File: src/rtl/mem_port_arbiter_if.sv
// Bus bundle for mem_port_arbiter: CPU port, GPU port and the RAM port.
// slave  : arbiter view (requests and RAM read data in, grants/returns/RAM strobes out)
// master : requester/RAM-side view
interface mem_port_arbiter_if #(
    parameter int ADDR_W = 8,
    parameter int DATA_W = 32
);
    logic              cpu_req;
    logic              cpu_we;
    logic [ADDR_W-1:0] cpu_addr;
    logic [DATA_W-1:0] cpu_wdata;
    logic              cpu_gnt;
    logic              cpu_rvalid;
    logic [DATA_W-1:0] cpu_rdata;

    logic              gpu_req;
    logic [ADDR_W-1:0] gpu_addr;
    logic              gpu_gnt;
    logic              gpu_rvalid;
    logic [DATA_W-1:0] gpu_rdata;

    logic              mem_en;
    logic              mem_we;
    logic [ADDR_W-1:0] mem_addr;
    logic [DATA_W-1:0] mem_wdata;
    logic [DATA_W-1:0] mem_rdata;

    modport slave (
        input  cpu_req, cpu_we, cpu_addr, cpu_wdata,
        output cpu_gnt, cpu_rvalid, cpu_rdata,
        input  gpu_req, gpu_addr,
        output gpu_gnt, gpu_rvalid, gpu_rdata,
        output mem_en, mem_we, mem_addr, mem_wdata,
        input  mem_rdata
    );

    modport master (
        output cpu_req, cpu_we, cpu_addr, cpu_wdata,
        input  cpu_gnt, cpu_rvalid, cpu_rdata,
        output gpu_req, gpu_addr,
        input  gpu_gnt, gpu_rvalid, gpu_rdata,
        input  mem_en, mem_we, mem_addr, mem_wdata,
        output mem_rdata
    );
endinterface

File: src/rtl/mem_port_arbiter.sv
// mem_port_arbiter: shares one data-RAM port between the CPU (read/write) and the
// GPU pixel reader (read-only). Fixed CPU priority, one access per cycle, reads
// tagged with their owner and returned RD_LAT+1 cycles after the grant.
// Optional feature macro: MEM_ARB_STARVE_EN (GPU starvation guard).
module mem_port_arbiter #(
    parameter int ADDR_W       = 8,
    parameter int DATA_W       = 32,
    parameter int RD_LAT       = 1,
    parameter int STARVE_LIMIT = 4
) (
    input logic             clk,
    input logic             rst,
    mem_port_arbiter_if.slave bus
);

    if (RD_LAT < 1 || RD_LAT > 4) begin : g_bad_rd_lat
        $error("RD_LAT must be 1..4");
    end
    if (STARVE_LIMIT < 1 || STARVE_LIMIT > 15) begin : g_bad_starve_limit
        $error("STARVE_LIMIT must be 1..15");
    end

    typedef enum logic [1:0] {
        TAG_EMPTY  = 2'd0,
        TAG_CPU_RD = 2'd1,
        TAG_GPU_RD = 2'd2
    } tag_e;

    logic              cpu_gnt_c;
    logic              gpu_gnt_c;
    logic              starve_win;
    logic [ADDR_W-1:0] addr_sel;

    tag_e              tag_q [RD_LAT];
    tag_e              tag_d [RD_LAT];

    logic              cpu_rvalid_q, cpu_rvalid_d;
    logic              gpu_rvalid_q, gpu_rvalid_d;
    logic [DATA_W-1:0] cpu_rdata_q, cpu_rdata_d;
    logic [DATA_W-1:0] gpu_rdata_q, gpu_rdata_d;

`ifdef MEM_ARB_STARVE_EN
    logic [3:0] starve_cnt_q, starve_cnt_d;

    // GPU is forced to win a conflict once it has lost STARVE_LIMIT in a row
    always_comb begin
        starve_win = bus.cpu_req && bus.gpu_req && (starve_cnt_q >= 4'(STARVE_LIMIT));
    end

    // Count consecutive cycles the GPU waits; clear on grant or idle, saturate at 15
    always_comb begin
        starve_cnt_d = starve_cnt_q;
        if (!bus.gpu_req || gpu_gnt_c) begin
            starve_cnt_d = '0;
        end else if (starve_cnt_q != 4'hF) begin
            starve_cnt_d = starve_cnt_q + 4'd1;
        end
    end

    // Starvation counter register
    always_ff @(posedge clk or negedge rst) begin
        if (!rst) begin
            starve_cnt_q <= '0;
        end else begin
            starve_cnt_q <= starve_cnt_d;
        end
    end
`else
    // Strict CPU priority: the guard never fires
    always_comb begin
        starve_win = 1'b0;
    end
`endif

    // Arbitration and RAM port drive from the winner
    always_comb begin
        cpu_gnt_c     = bus.cpu_req && !starve_win;
        gpu_gnt_c     = bus.gpu_req && (!bus.cpu_req || starve_win);
        addr_sel      = cpu_gnt_c ? bus.cpu_addr : bus.gpu_addr;
        bus.cpu_gnt   = cpu_gnt_c;
        bus.gpu_gnt   = gpu_gnt_c;
        bus.mem_en    = cpu_gnt_c || gpu_gnt_c;
        bus.mem_we    = bus.cpu_we && cpu_gnt_c;
        bus.mem_addr  = addr_sel;
        bus.mem_wdata = cpu_gnt_c ? bus.cpu_wdata : '0;
    end

    // Tag pipe: push the owner of a granted read, shift one slot per cycle
    always_comb begin
        tag_d[0] = TAG_EMPTY;
        if (cpu_gnt_c && !bus.cpu_we) begin
            tag_d[0] = TAG_CPU_RD;
        end else if (gpu_gnt_c) begin
            tag_d[0] = TAG_GPU_RD;
        end
        for (int unsigned i = 1; i < RD_LAT; i++) begin
            tag_d[i] = tag_q[i-1];
        end
    end

    // Return stage: the exiting tag selects which requester captures mem_rdata
    always_comb begin
        cpu_rvalid_d = (tag_q[RD_LAT-1] == TAG_CPU_RD);
        gpu_rvalid_d = (tag_q[RD_LAT-1] == TAG_GPU_RD);
        cpu_rdata_d  = cpu_rvalid_d ? bus.mem_rdata : cpu_rdata_q;
        gpu_rdata_d  = gpu_rvalid_d ? bus.mem_rdata : gpu_rdata_q;
    end

    // Tag pipe and return registers; reset discards in-flight reads
    always_ff @(posedge clk or negedge rst) begin
        if (!rst) begin
            for (int unsigned i = 0; i < RD_LAT; i++) begin
                tag_q[i] <= TAG_EMPTY;
            end
            cpu_rvalid_q <= 1'b0;
            gpu_rvalid_q <= 1'b0;
            cpu_rdata_q  <= '0;
            gpu_rdata_q  <= '0;
        end else begin
            for (int unsigned i = 0; i < RD_LAT; i++) begin
                tag_q[i] <= tag_d[i];
            end
            cpu_rvalid_q <= cpu_rvalid_d;
            gpu_rvalid_q <= gpu_rvalid_d;
            cpu_rdata_q  <= cpu_rdata_d;
            gpu_rdata_q  <= gpu_rdata_d;
        end
    end

    // Drive registered return outputs
    always_comb begin
        bus.cpu_rvalid = cpu_rvalid_q;
        bus.gpu_rvalid = gpu_rvalid_q;
        bus.cpu_rdata  = cpu_rdata_q;
        bus.gpu_rdata  = gpu_rdata_q;
    end

endmodule

File: src/flat_wrapper.sv
// flat-port wrapper written by rule: the top's interface ports become plain ports
module mem_port_arbiter_flat 
#(
    parameter int ADDR_W       = 8,
    parameter int DATA_W       = 32,
    parameter int RD_LAT       = 1,
    parameter int STARVE_LIMIT = 4
)
  (clk, rst, bus_cpu_req, bus_cpu_we, bus_cpu_addr, bus_cpu_wdata, bus_cpu_gnt, bus_cpu_rvalid, bus_cpu_rdata, bus_gpu_req, bus_gpu_addr, bus_gpu_gnt, bus_gpu_rvalid, bus_gpu_rdata, bus_mem_en, bus_mem_we, bus_mem_addr, bus_mem_wdata, bus_mem_rdata);
  mem_port_arbiter_if #(.ADDR_W(ADDR_W), .DATA_W(DATA_W)) bus_i ();
  input logic clk;
  input logic rst;
  input wire logic [$bits(bus_i.cpu_req)-1:0] bus_cpu_req;
  input wire logic [$bits(bus_i.cpu_we)-1:0] bus_cpu_we;
  input wire logic [$bits(bus_i.cpu_addr)-1:0] bus_cpu_addr;
  input wire logic [$bits(bus_i.cpu_wdata)-1:0] bus_cpu_wdata;
  output wire logic [$bits(bus_i.cpu_gnt)-1:0] bus_cpu_gnt;
  output wire logic [$bits(bus_i.cpu_rvalid)-1:0] bus_cpu_rvalid;
  output wire logic [$bits(bus_i.cpu_rdata)-1:0] bus_cpu_rdata;
  input wire logic [$bits(bus_i.gpu_req)-1:0] bus_gpu_req;
  input wire logic [$bits(bus_i.gpu_addr)-1:0] bus_gpu_addr;
  output wire logic [$bits(bus_i.gpu_gnt)-1:0] bus_gpu_gnt;
  output wire logic [$bits(bus_i.gpu_rvalid)-1:0] bus_gpu_rvalid;
  output wire logic [$bits(bus_i.gpu_rdata)-1:0] bus_gpu_rdata;
  output wire logic [$bits(bus_i.mem_en)-1:0] bus_mem_en;
  output wire logic [$bits(bus_i.mem_we)-1:0] bus_mem_we;
  output wire logic [$bits(bus_i.mem_addr)-1:0] bus_mem_addr;
  output wire logic [$bits(bus_i.mem_wdata)-1:0] bus_mem_wdata;
  input wire logic [$bits(bus_i.mem_rdata)-1:0] bus_mem_rdata;
  assign bus_i.cpu_req = bus_cpu_req;
  assign bus_i.cpu_we = bus_cpu_we;
  assign bus_i.cpu_addr = bus_cpu_addr;
  assign bus_i.cpu_wdata = bus_cpu_wdata;
  assign bus_cpu_gnt = bus_i.cpu_gnt;
  assign bus_cpu_rvalid = bus_i.cpu_rvalid;
  assign bus_cpu_rdata = bus_i.cpu_rdata;
  assign bus_i.gpu_req = bus_gpu_req;
  assign bus_i.gpu_addr = bus_gpu_addr;
  assign bus_gpu_gnt = bus_i.gpu_gnt;
  assign bus_gpu_rvalid = bus_i.gpu_rvalid;
  assign bus_gpu_rdata = bus_i.gpu_rdata;
  assign bus_mem_en = bus_i.mem_en;
  assign bus_mem_we = bus_i.mem_we;
  assign bus_mem_addr = bus_i.mem_addr;
  assign bus_mem_wdata = bus_i.mem_wdata;
  assign bus_i.mem_rdata = bus_mem_rdata;
  mem_port_arbiter #(.ADDR_W(ADDR_W), .DATA_W(DATA_W), .RD_LAT(RD_LAT), .STARVE_LIMIT(STARVE_LIMIT)) u_core (.clk(clk), .rst(rst), .bus(bus_i));
endmodule
File: config.mk
export PLATFORM = sky130hd
export DESIGN_NAME = mem_port_arbiter_flat
export DESIGN_NICKNAME = d
export VERILOG_FILES = /design/src/rtl/mem_port_arbiter_if.sv /design/src/rtl/mem_port_arbiter.sv /design/src/flat_wrapper.sv
export SDC_FILE = /design/constraint.sdc
export NUM_CORES = 1
export LEC_CHECK = 0
export CAP_MARGIN = 0
export CORE_UTILIZATION = 34
export CTS_CLUSTER_SIZE = 14
export DETAILED_ROUTE_END_ITERATION = 10
export PLACE_DENSITY_LB_ADDON = 0.1
export SYNTH_ARGS = -nofsm -noshare
export SYNTH_HDL_FRONTEND = slang
export SYNTH_SLANG_ARGS = --single-unit
File: constraint.sdc
create_clock -name clk -period 1.6 [get_ports clk]
set_clock_uncertainty 0.1 [all_clocks]
set_input_delay 0.48 -clock clk [delete_from_list [all_inputs] [get_ports clk]]
set_output_delay 0.48 -clock clk [all_outputs]
set_load 0.01 [all_outputs]
==> reports/qor.yml <==
ys.flop_type: "dfrtp_1"
antenna_found_initial: 0
cts_sinks: 68
yosys.area_share.adder_pct: 0
drive_gt1_share_pct: 48.8
area_growth_pct: 74.3
synthSimpleGateAreaFrac_pct: 7.74
rsz0062_at_grt: "yes"
die_area_mm2: 0.00966
cp-end-kind: "output port"
holdCritStartpoint: "bus_cpu_we"
dp_hpwl_um: 6610
yosys-top-cells-area: "dfrtp_1 (54%), mux2_4 (28%), and2_1 (6.5%), mux2_2 (5.0%), buf_12 (3.8%)"
nFillCells: 735
critPathMaxStageDelay_ps: 300
cts_tree: "built"
finalHoldViolCount: 0
netlist_instances: 195
tightest_slew_ps: 278
worstSetupPathType: "input pin to output port"
async_flop_share_pct: 100
grt_overflow: 0
grt_max_degree: 36
irDropWorstVdd_mv: 0.396
hold_path.class: "input pin to register"
wl_per_cell_um: 16.8
slowest_stage: "mux2_4"
cts-root-buf: "clkbuf_8"
fmax_mhz: 546
synthXorXnorAreaFrac_pct: 0
synth_seq_cells: 68
grt_pass1_wl_um: 13800
crit_required_ps: 1020
design_area_mm2: 0.00550
path_common_cell: "buf_6"
yosys-top-cells-count: "dfrtp_1 (68), mux2_4 (58), and2_1 (33)"
clk_latency_ps: 320
synth_seq_area_share_pct: 54.0
cts_inserted_buffers: 9
synth_top_cell_by_area: "dfrtp_1"
synth_compound_area_share_pct: 0
status: "finished with violations"
setup_slack_ps: -231
initial_core_util_pct: 35.6
slew_violations: 0
cts.clk_slew.worst_paths_ps: 70
n_antenna_cell: 0
period_minus_slack_ps: 1830
cts.htree.levels: 3
placed_cell_area_mm2: 0.00524
synth_top_family_by_area: "multiplexers"
synth_area_per_cell_um2: 16.2
die_w_um: 98.3
p_per_area_mw_per_mm2: 951
r2r_start: "u_core.tag_q[1]$_DFF_PN0_"
via_per_inst: 4.45
fin_util_pct: 62.1
synth_nets: 280
synth_area_mm2: 0.00315
synth_top_area_share_pct: 54.0
pre_cts_slack_ps: -943
finalCritPeriodShare_pct: 114
final_nets: 490
track_usage_pct: 19.0
io_pins: 195
startpoint: "bus_cpu_req"
crit_family: "buffers and inverters"
vias: 2307
first_iter_violations: 42
synth_edf_count: 0
violations: "DRC, setup timing"
drtAntennaViolNets: 0
grt_pass1_vias: 2571
place_congestion: 0.747
synth.area.mux_share_pct: 32.6
maxCapViolCount: 0
critPathArrivalTime_ps: 1250
yosysMostFrequentCell: "dfrtp_1"
clk_path_buf_depth: 2
yosysWarnings: 0
finalSetupViolCount: 39
rows: 34
portBuffers: 194
critPathMaxFanout: 5
coreArea_mm2: 0.00885
crit_chain: "buf_8, buf_6, buf_12, mux2_4, buf_6"
cp-start-kind: "input pin"
synth.distinct_cells: 13
cellLeakagePower_uw: 0.00275
die_h_um: 98.3
slew_headroom_pct: 81.4
drc: 2
drt-pass1-iter-count: 10
totalWireLength_um: 8700
crit_buf_inv: 4
==> layer usage <==
layer	GRT usage, %	vias up	wire [µm]
li1	-	1072	-
met1	21.1	1116	3260
met2	32.6	110	4520
met3	8.59	9	833
met4	5.63	0	90
met5	0	-	0
==> cells by family after synthesis <==
logic type | after synthesis
flip-flops | 68
buffers and inverters | 16
AND/OR/NAND/NOR | 39
multiplexers | 72
==> cell usage in the layout, fill, tap and decap left out, drive strengths merged <==
master and instances:
buf 63, dlygate4sd2 33, dfrtp 68, clkdlybuf4s50 47, clkbuf 27, or2 1, dlygate4sd3 1, clkdlybuf4s15 52
clkinv 4, mux2 72, nor2b 3, bufinv 1, clkinvlp 1, inv 2, nand2b 2, and2 33
==> flip-flops by register name (all words and copies together) (netlist names) <==
name / cells
u_core.bus.gpu_rvalid: 1
u_core.bus.gpu_rdata: 32
u_core.tag_q: 2
u_core.bus.cpu_rdata: 32
u_core.bus.cpu_rvalid: 1
==> power breakdown <==
part	leakage (µW)	internal, µW	switching, µW
Sequential	0.000798	2010	171
Clock	0.0000962	720	660
Combinational	0.00185	1070	590
Total	0.00275	3810	1420
==> stage by stage <==
stage	hold slack (ps)	cells	power, µW	setup TNS [ps]
final	342	518	5230	-5610
after global routing	326	518	5500	-6230
after CTS	339	514	5250	-5760
after detailed placement	275	494	4010	-39220
after global placement	275	494	4000	-38880
after floorplan	84.4	195	2940	-13.4
==> area by class of cell <==
type	count	area, µm²	area share [%]
Inverter	2	7.51	0.137
Clock inverter	6	65.1	1.18
Multi-Input combinational cell	111	1380	25.1
Clock buffer	10	128	2.32
Timing Repair Buffer	213	2080	37.8
Tap cell	108	135	2.46
Sequential cell	68	1700	31.0
==> worst paths after layout <==
path	endpoint	slack, ps	cells past startpoint
setup reg to reg	u_core.bus.cpu_rdata[31]$_DFFE_PN0N_	240	3
hold reg to reg	u_core.bus.cpu_rdata[12]$_DFFE_PN0N_	410	1
max in group asynchronous	u_core.bus.cpu_rdata[0]$_DFFE_PN0N_	470	3
hold / removal	u_core.tag_q[0]$_DFF_PN0_	340	2
setup / recovery	bus_mem_addr[4]	-230	5
min in group asynchronous	u_core.bus.gpu_rdata[19]$_DFFE_PN0N_	470	2
==> what timing repair did <==
| item | CTS | global route |
|---|---|---|
| endpoints found under the hold margin | 8 | 0 |
| hold buffers | 1 | 0 |
| resized for setup | 374 | 69 |
| gates cloned | 1 | 0 |
| setup buffers | 2 | 4 |
| setup endpoints to repair | 110 | 69 |
| pin swaps | 17 | 2 |
No activity file was read; power rests on OpenSTA's default activity.
